===== src/rtl/seg_scan_ctrl.sv =====
// seg_scan_ctrl: multiplexed 7-segment scan controller built around one shared hex decoder.
// Latency: an_o/seg_o are registered one cycle behind the scan state; an accepted value is shown from the next frame wrap onward.
// Backpressure: one-entry pending register; value_ready stays low while it is full and it only empties at a frame wrap.
//
// Ports:
//   clk, rst_n                     clock (rising edge), asynchronous active-low reset
//   enable_i                       scan enable, low blanks the display and restarts at digit 0
//   value_i, dp_i, value_valid,    offered display value (8 nibbles) and decimal points
//   value_ready                    pending register free
//   dec_digit_o, dec_segment_i     nibble out to the shared decoder, active-low pattern back
//   seg_o, an_o                    registered active-low segment and anode drive
//   frame_o                        one-cycle pulse on every frame wrap
// Build option: LEAD_ZERO_BLANK_EN -- blank leading zero digits (digit 0 is always shown).
module seg_scan_ctrl #(
    parameter int NUM_DIG   = 8,
    parameter int DWELL_CYC = 50000,
    parameter int BLANK_CYC = 500
) (
    input  logic        clk,
    input  logic        rst_n,
    input  logic        enable_i,
    input  logic [31:0] value_i,
    input  logic [7:0]  dp_i,
    input  logic        value_valid,
    output logic        value_ready,
    output logic [3:0]  dec_digit_o,
    input  logic [7:0]  dec_segment_i,
    output logic [7:0]  seg_o,
    output logic [7:0]  an_o,
    output logic        frame_o
);

    // BLANK_CYC is always shorter than DWELL_CYC, so one counter sized for the dwell covers both phases.
    localparam int CW = (DWELL_CYC > 2) ? $clog2(DWELL_CYC) : 1;
    localparam logic [CW-1:0] DWELL_LAST = CW'(DWELL_CYC - 1);
    localparam logic [CW-1:0] BLANK_LAST = CW'(BLANK_CYC - 1);
    localparam logic [2:0]    IDX_LAST   = 3'(NUM_DIG - 1);
    // Anode bits for digits that do not exist are forced high.
    localparam logic [7:0]    DIG_MASK   = 8'((1 << NUM_DIG) - 1);

    typedef enum logic [1:0] {
        OFF   = 2'd0,
        DRIVE = 2'd1,
        BLANK = 2'd2
    } state_t;

    state_t         state, state_nxt;
    logic [2:0]     idx, idx_nxt;
    logic [CW-1:0]  cnt, cnt_nxt;
    logic           wrap;

    logic [31:0]    disp_val;
    logic [7:0]     disp_dp;
    logic [31:0]    pend_val;
    logic [7:0]     pend_dp;
    logic           pend_full;

    logic [4:0]     nib_lsb;
    logic           blank_digit;
    logic [6:0]     seg_lo;
    logic [7:0]     an_drive;

    // The decoder's DP bit is ignored; the decimal point comes from the display register.
    logic           unused_dec_dp;
    assign unused_dec_dp = dec_segment_i[7];

    // ------------------------------------------------------------------
    // Scan FSM
    // ------------------------------------------------------------------
    always_ff @(posedge clk or negedge rst_n) begin
        if (!rst_n) begin
            state <= OFF;
            idx   <= '0;
            cnt   <= '0;
        end else begin
            state <= state_nxt;
            idx   <= idx_nxt;
            cnt   <= cnt_nxt;
        end
    end

    always_comb begin
        state_nxt = state;
        idx_nxt   = idx;
        cnt_nxt   = cnt;
        wrap      = 1'b0;
        if (!enable_i) begin
            state_nxt = OFF;
            idx_nxt   = '0;
            cnt_nxt   = '0;
        end else begin
            case (state)
                OFF: begin
                    state_nxt = DRIVE;
                    idx_nxt   = '0;
                    cnt_nxt   = '0;
                end
                DRIVE: begin
                    if (cnt == DWELL_LAST) begin
                        state_nxt = BLANK;
                        cnt_nxt   = '0;
                    end else begin
                        cnt_nxt = cnt + CW'(1);
                    end
                end
                BLANK: begin
                    if (cnt == BLANK_LAST) begin
                        state_nxt = DRIVE;
                        cnt_nxt   = '0;
                        if (idx == IDX_LAST) begin
                            idx_nxt = '0;
                            wrap    = 1'b1;
                        end else begin
                            idx_nxt = idx + 3'd1;
                        end
                    end else begin
                        cnt_nxt = cnt + CW'(1);
                    end
                end
                default: begin
                    state_nxt = OFF;
                    idx_nxt   = '0;
                    cnt_nxt   = '0;
                end
            endcase
        end
    end

    assign frame_o = wrap;

    // ------------------------------------------------------------------
    // Pending and display registers. The display only changes on the
    // wrap, so a frame never mixes digits from two values.
    // ------------------------------------------------------------------
    assign value_ready = ~pend_full;

    always_ff @(posedge clk or negedge rst_n) begin
        if (!rst_n) begin
            disp_val  <= '0;
            disp_dp   <= '0;
            pend_val  <= '0;
            pend_dp   <= '0;
            pend_full <= 1'b0;
        end else if (wrap && pend_full) begin
            disp_val  <= pend_val;
            disp_dp   <= pend_dp;
            pend_full <= 1'b0;
        end else if (value_valid && !pend_full) begin
            pend_val  <= value_i;
            pend_dp   <= dp_i;
            pend_full <= 1'b1;
        end
    end

    // ------------------------------------------------------------------
    // Decoder feed and optional leading-zero suppression
    // ------------------------------------------------------------------
    assign nib_lsb     = {idx, 2'b00};
    assign dec_digit_o = disp_val[nib_lsb +: 4];

`ifdef LEAD_ZERO_BLANK_EN
    // zero_from[k] is set when nibbles k..NUM_DIG-1 are all zero.
    logic [7:0] zero_from;
    logic       run_zero;

    always_comb begin
        zero_from = '0;
        run_zero  = 1'b1;
        for (int k = 7; k >= 0; k--) begin
            if (k < NUM_DIG) begin
                run_zero     = run_zero & (disp_val[4*k +: 4] == 4'h0);
                zero_from[k] = run_zero;
            end
        end
    end

    assign blank_digit = (idx != 3'd0) && zero_from[idx];
`else
    assign blank_digit = 1'b0;
`endif

    assign seg_lo   = blank_digit ? 7'h7F : dec_segment_i[6:0];
    assign an_drive = ~(8'h01 << idx) | ~DIG_MASK;

    // ------------------------------------------------------------------
    // Registered pin drive
    // ------------------------------------------------------------------
    always_ff @(posedge clk or negedge rst_n) begin
        if (!rst_n) begin
            an_o  <= 8'hFF;
            seg_o <= 8'hFF;
        end else if (state == DRIVE) begin
            an_o  <= an_drive;
            seg_o <= {~disp_dp[idx], seg_lo};
        end else begin
            an_o  <= 8'hFF;
            seg_o <= 8'hFF;
        end
    end

endmodule


===== config.mk =====
export PLATFORM = sky130hd
export DESIGN_NAME = seg_scan_ctrl
export DESIGN_NICKNAME = d
export VERILOG_FILES = /design/src/rtl/seg_scan_ctrl.sv
export SDC_FILE = /design/constraint.sdc
export NUM_CORES = 1
export LEC_CHECK = 0
export CAP_MARGIN = 20
export CORE_ASPECT_RATIO = 1.75
export CORE_UTILIZATION = 40
export CTS_CLUSTER_DIAMETER = 80
export CTS_CLUSTER_SIZE = 25
export DETAILED_ROUTE_END_ITERATION = 10
export HOLD_SLACK_MARGIN = 0.02
export PLACE_DENSITY = 0.66
export SETUP_SLACK_MARGIN = 0.3
export SYNTH_ARGS = -nofsm -noshare
export SYNTH_HDL_FRONTEND = slang
export SYNTH_SLANG_ARGS = --single-unit

===== constraint.sdc =====
create_clock -name clk -period 2.58 [get_ports clk]
set_input_delay 0.516 -clock clk [delete_from_list [all_inputs] [get_ports clk]]
set_output_delay 0.516 -clock clk [all_outputs]
set_load 0.005 [all_outputs]

==> flow_metrics.tcl, run 1 <==
set metrics [dict create \
    cts_buffer_depth 2 \
    synthCells 366 \
    nNetsFinal 526 \
    io_pins 74 \
    dieWidth_um 88.59 \
    wl_per_cell_um 16.18 \
    drive_gt1_share_pct 38.03 \
    outcome "completed" \
    dr.pass1.iters 4 \
    ys_ff_latch 118 \
    hold_violations 0 \
    yosysTopAreaCell "dfrtp_1" \
    async_reset_ff_share_pct 100.0 \
    slew_headroom_pct 68.21 \
    yosys-top-cells-area "dfrtp_1 (49%), mux2_4 (11%), mux2_2 (8.8%)" \
    syn-mean-instance-area_um2 14.34 \
    cts_tree "yes" \
    cts.sinks 118 \
    io_buffers 72 \
    finClkSkew_ns 0.006213 \
    seq_area_frac_synth_pct 56.64 \
    grt_max_degree 47 \
    ys_top_cells_by_count "dfrtp_1 (102), mux2_2 (41), mux2_4 (39)" \
    yosysUniqueCellTypes 40 \
    place_inst 605 \
    worst_r2r_startpoint "idx[0]$_DFFE_PN0P_" \
    critPathMaxFanout 5 \
    htreeDepth 4 \
    area_delta_synth_final_pct 31.92 \
    period_share_pct 91.47 \
    yosysWarningCount 0 \
    r2r_cells 8 \
    syn_nets 429 \
    setup_viol 0 \
    cts_root_buf "clkbuf_16" \
    clock_latency_ns 0.41 \
    max_freq_mhz 423.7 \
    via_per_inst 4.927 \
    dp_slack_ns 0.2979 \
    yosysMostFrequentCell "dfrtp_1" \
    ant_nets 0 \
    vdd_drop_max_v 0.0003796 \
    endpoint_kind "output port" \
    synth_edf_count 0 \
    required_ns 2.06 \
    finalSetupTns_ns 0 \
    antenna_found_initial 1 \
    cts_buffers 17 \
    ys.flop_type "dfrtp_1" \
    reg2reg_to "disp_val[4]$_DFFE_PN0P_" \
    die_area_um2 13600 \
    worst_slack_ns 0.2200 \
    cap_violations 0 \
    drc 0 \
    place_hpwl_um 6952 \
    gr-total-overflow 0 \
    drv_slew 0 \
    min_path_type "in2async" \
    grt_setup_unrepaired "true" \
    yosys.area.top_type_share_pct 48.63 \
    holdWs_ns 0.07385 \
    cp.arrival_ns 1.84 \
    gp_congestion 0.7788 \
    syn_area_um2 5249 \
    grt_pass1_wl_um 17020 \
    routed-via-count 3193 \
    p_leak_nw 3.130 \
    die_h_um 153.5 \
    power.density_nw_per_um2 726.6 \
    core_area_um2 12870 \
    start_kind "flip-flop" \
    initial_utilization_pct 40.79 \
    grt_pass1_vias 3461 \
    worst_pin_slew_ns 0.4769 \
    grt_usage_pct 16.90 \
    fin_crit_ns 2.360 \
    drt_iter0_drc 85 \
    path_clk_slew_ns 0.05 \
    final_cells 648 \
    rows 55 \
    wl_um 10490 \
    rrSetupSlack_ns 0.47 \
    path_class "reg2out" \
]
-- how the worst max path moves through the flow --
stage	start	endpoint	cells after the start
6_report	idx[0]$_DFFE_PN0P_	dec_digit_o[2]	6
3_3_place_gp	idx[1]$_DFFE_PN0P_	disp_val[31]$_DFFE_PN0P_	6
5_1_grt	idx[0]$_DFFE_PN0P_	dec_digit_o[2]	6
2_1_floorplan	cnt[0]$_DFF_PN0_	disp_dp[0]$_DFFE_PN0P_	7
4_1_cts	idx[0]$_DFFE_PN0P_	dec_digit_o[2]	6
3_5_place_dp	idx[1]$_DFFE_PN0P_	disp_val[19]$_DFFE_PN0P_	6
-- registers in the layout, summed over array words and instances (netlist names) --
register   count
pend_dp        8
disp_val      32
cnt           16
an_o           8
disp_dp        8
seg_o          8
state          2
pend_val      32
idx            3
pend_full      1
-- cell families (layout without fill, tap and decap cells) --
kind of cell    Yosys count  in the layout  share of synthesized area, %
other cells               0              1                             0
simple gates             96             96                         9.178
buf+inv                  25            135                         3.218
flops                   118            118                         56.64
mux                      94             94                         25.01
xor+xnor                 12             12                         2.003
compound gates           10             10                         1.335
fa+ha+maj                11             11                         2.622
-- per-stage QoR --
| step | total power (W) | instance area (µm²) | util [%] |
|---|---|---|---|
| 2_1_floorplan | 0.002369 | 5249 | - |
| 3_5_place_dp | 0.002682 | 6191 | 48.11 |
| 4_1_cts | 0.005089 | 6855 | 53.27 |
| 5_1_grt | 0.005263 | 6924 | 53.81 |
| 3_3_place_gp | 0.002653 | 6191 | 48.11 |
| 6_report | 0.005031 | 6924 | 53.81 |
-- worst max-delay path, stage by stage, from the launching register on --
cell,delay [ns]
dfrtp_2,0.40
buf_12,0.13
buf_6,0.09
mux4_2,0.53
nand2_1,0.09
nand2_1,0.07
buf_2,0.13
-- layout make-up --
| type | instances | area, µm² |
|---|---|---|
| diodes | 1 | 2.502 |
| clock buffers | 22 | 464.2 |
| clock inverters | 10 | 127.6 |
| fillers | 1118 | 5944 |
| inverters | 10 | 37.54 |
| multi-input cells | 223 | 2147 |
| flip-flops and latches | 118 | 2975 |
| well taps | 171 | 214.0 |
| repair buffers | 93 | 955.9 |
-- cell usage in the layout (no fill, tap or decap), drive strengths merged, types with 10 or more instances in the layout --
master and n:
inv 10, clkdlybuf4s50 66, nor2 21, mux4 10, buf 25, dfstp 16, mux2 80, ha 11
dfrtp 102, clkbuf 24, nand2 34, nand3 10
-- power by group --
part	leakage, nW	switching (W)	internal [W]
registers	1.52	0.0000692	0.00201
clock network	0.293	0.000781	0.00156
logic	1.32	0.000278	0.000337
total	3.13	0.00113	0.00390
-- per-layer routing --
metal / vias up / GRT usage, % / share of wire [%]
li1: 1484 / - / -
met1: 1623 / 18.81 / 40
met2: 65 / 29.08 / 55
met3: 21 / 4.563 / 2.8
met4: 0 / 8.141 / 2.5
met5: - / 0 / 0
-- repair_timing --
| item | in CTS | in global routing |
|---|---|---|
| setup buffers | 5 | 3 |
| pin swaps | 6 | 3 |
| gates cloned | 1 | 1 |
| resized for setup | 28 | 9 |
| hold buffers | 0 | 0 |
| endpoints found under the setup margin | 45 | 45 |
Power figures use the tool's default switching activity.
==> inputs of run 2 (changes only) <==
--- a/config.mk
+++ b/config.mk
@@ -14,6 +14,7 @@
 export HOLD_SLACK_MARGIN = 0.02
 export PLACE_DENSITY = 0.66
 export SETUP_SLACK_MARGIN = 0.3
+export SLEW_MARGIN = 5
 export SYNTH_ARGS = -nofsm -noshare
 export SYNTH_HDL_FRONTEND = slang
 export SYNTH_SLANG_ARGS = --single-unit
==> results of run 2 <==
Same layout as run 1: the final DEF is identical, and so are final timing and power.
==> inputs of run 3 (changes only) <==
--- a/config.mk
+++ b/config.mk
@@ -12,7 +12,7 @@
 export CTS_CLUSTER_SIZE = 25
 export DETAILED_ROUTE_END_ITERATION = 10
 export HOLD_SLACK_MARGIN = 0.02
-export PLACE_DENSITY = 0.66
+export PLACE_DENSITY_LB_ADDON = 0.1
 export SETUP_SLACK_MARGIN = 0.3
 export SLEW_MARGIN = 5
 export SYNTH_ARGS = -nofsm -noshare
==> run 3 against run 2 <==
  * Largest cell class unchanged
  * Via count increased by 0.13%
  * Register-to-register slack lost 0.04 ns
  * Utilization down 0.49 points
  * Total power decreased by 3.1%
  * Sequential share of layout area up 0.36 points
  * Die area did not move
  * Hold slack improved by 0.035 ns
  * Highest routed layer unchanged
  * Count of clock-buffer cells in the layout is 2 lower
  * Clock power is 6% lower
  * Clock skew is 0.0043 ns higher
==> flow_metrics.tcl, run 3 (synthesis results as in run 1) <==
set metrics [dict create \
    p_leak_nw 3.116 \
    path_cells "buf_6, buf_6, mux4_2, nand2_1, nand2_1, buf_2" \
    critPathMaxFanout 6 \
    cts_buffer_depth 2 \
    period_share_pct 91.68 \
    cts_buffers 17 \
    hold_violations 0 \
    largestRegisters "disp_val (32), pend_val (32), cnt (16)" \
    finalSetupTns_ns 0 \
    die_h_um 153.5 \
    vdd_drop_max_v 0.0004794 \
    path_class "reg2out" \
    cap_violations 0 \
    slew_headroom_pct 61.69 \
    r2r_cells 6 \
    final_cell_mix "dfrtp_1 (102), clkdlybuf4s50_1 (66), mux2_2 (41), mux2_4 (39), nand2_1 (32)" \
    power.density_nw_per_um2 710.4 \
    wl_per_cell_um 15.57 \
    min_path_type "in2async" \
    layout_commonest_cell "dfrtp_1" \
    nNetsFinal 530 \
    core_area_um2 12870 \
    htreeDepth 4 \
    cts_tree "yes" \
    fill_cells 1124 \
    n_antenna_cell 0 \
    grtUsageMet3_pct 4.402 \
    path_clk_slew_ns 0.06 \
    dr.pass1.iters 4 \
    worst_r2r_startpoint "cnt[0]$_DFF_PN0_" \
    gp_congestion 0.7406 \
    p_clk_share_pct 45.1 \
    rows 55 \
    final_util_pct 53.32 \
    p_total_w 0.004875 \
    routed-via-count 3197 \
    io_buffers 72 \
    seq_power_share_pct 42.6 \
    dieWidth_um 88.59 \
    drv_slew 0 \
    drc 0 \
    required_ns 2.06 \
    dp_slack_ns 0.3000 \
    grt_use_met2_pct 27.91 \
    grt_setup_unrepaired "true" \
    drive_gt1_share_pct 37.92 \
    initial_utilization_pct 40.79 \
    die_area_um2 13600 \
    worst_path_max_delay_cell "mux4_2" \
    wl_um 10140 \
    cts.sinks 118 \
    gr-total-overflow 0 \
    switching_share_pct 23.95 \
    cts_root_buf "clkbuf_16" \
    drt_iter0_drc 94 \
    grt_pass1_wl_um 17070 \
    area_delta_synth_final_pct 30.73 \
    setup_viol 0 \
    finClkSkew_ns 0.01054 \
    max_freq_mhz 422.8 \
    rrSetupSlack_ns 0.43 \
    endpoint_kind "output port" \
    cp.arrival_ns 1.85 \
    antenna_found_initial 0 \
    via_per_inst 4.911 \
    holdWs_ns 0.1086 \
    grt_pass1_vias 3397 \
    grt_usage_pct 16.85 \
    use_met1_pct 20.04 \
    fin_crit_ns 2.365 \
    crit_start "idx[0]$_DFFE_PN0P_" \
    place_hpwl_um 6879 \
    worst_pin_slew_ns 0.5747 \
    io_pins 74 \
    outcome "completed" \
    top_usage_layer "met2" \
    clock_latency_ns 0.40 \
    worst_slack_ns 0.2146 \
    cp_slowest_stage_delay_ns 0.53 \
    ant_nets 0 \
    start_kind "flip-flop" \
    p_switching_w 0.001167 \
    grt_max_degree 44 \
    combPwrFrac_pct 12.3 \
    reg2reg_to "disp_dp[3]$_DFFE_PN0P_" \
    p_int_w 0.003707 \
]
## run 3: cell count changes in the layout (fill, tap and decap cells not counted), sizes merged
cell,change
clkinvlp,+2
buf,+5
bufinv,-2
clkbuf,-3
inv,+1
diode,-1
clkinv,+1
## run 3: layer usage
| metal | part of all wire, % | vias to the layer above |
|---|---|---|
| met5 | 0 | - |
| met4 | 2.6 | 0 |
| met3 | 3.2 | 19 |
| met2 | 54 | 72 |
| met1 | 40 | 1614 |
| li1 | - | 1492 |
## run 3: worst max-delay path by stage
| stage | endpoint | slack [ns] | cells after the start |
|---|---|---|---|
| after floorplan | disp_dp[0]$_DFFE_PN0P_ | 0.63 | 7 |
| after global placement | frame_o | 0.29 | 4 |
| after detailed placement | disp_dp[3]$_DFFE_PN0P_ | 0.30 | 5 |
| after CTS | dec_digit_o[3] | 0.18 | 6 |
| after global routing | dec_digit_o[3] | 0.15 | 6 |
| final | dec_digit_o[3] | 0.21 | 6 |
## run 3: through the flow
| stage | cells | instance area, µm² |
|---|---|---|
| after global placement | 609 | 6196 |
| after global routing | 651 | 6862 |
| after detailed placement | 609 | 6196 |
| final | 651 | 6862 |
| after CTS | 650 | 6847 |
| after floorplan | 366 | 5249 |
## run 3: power groups by stage
stage	logic (W)	registers, W	clock network [W]
after floorplan	0.000276	0.00209	0
after global placement	0.000549	0.00210	0
after detailed placement	0.000565	0.00211	0
after CTS	0.000605	0.00208	0.00225
after global routing	0.000669	0.00209	0.00234
final	0.000601	0.00207	0.00220
## run 3: cell type report
cell class	instances	area [µm²]	share of cell area, %
clock buffers	20	456.7	6.656
clock inverters	12	103.9	1.513
inverters	10	37.54	0.5470
multi-input cells	223	2148	31.31
flip-flops and latches	118	2973	43.33
well taps	171	214.0	3.118
repair buffers	97	928.4	13.53
## run 3: what timing repair did
item,CTS,global route
buffers inserted,9,1
pin swaps,7,0
gates resized for setup,28,5
hold buffers,0,0
endpoints found under the setup margin,5,5
## run 3: worst max-delay path: cells and delay by family, from the launching register on
| family | cells | cell delay (ns) |
|---|---|---|
| DFF | 1 | 0.38 |
| and+or+nand+nor | 2 | 0.16 |
| muxes | 1 | 0.53 |
| buffers and inverters | 3 | 0.38 |
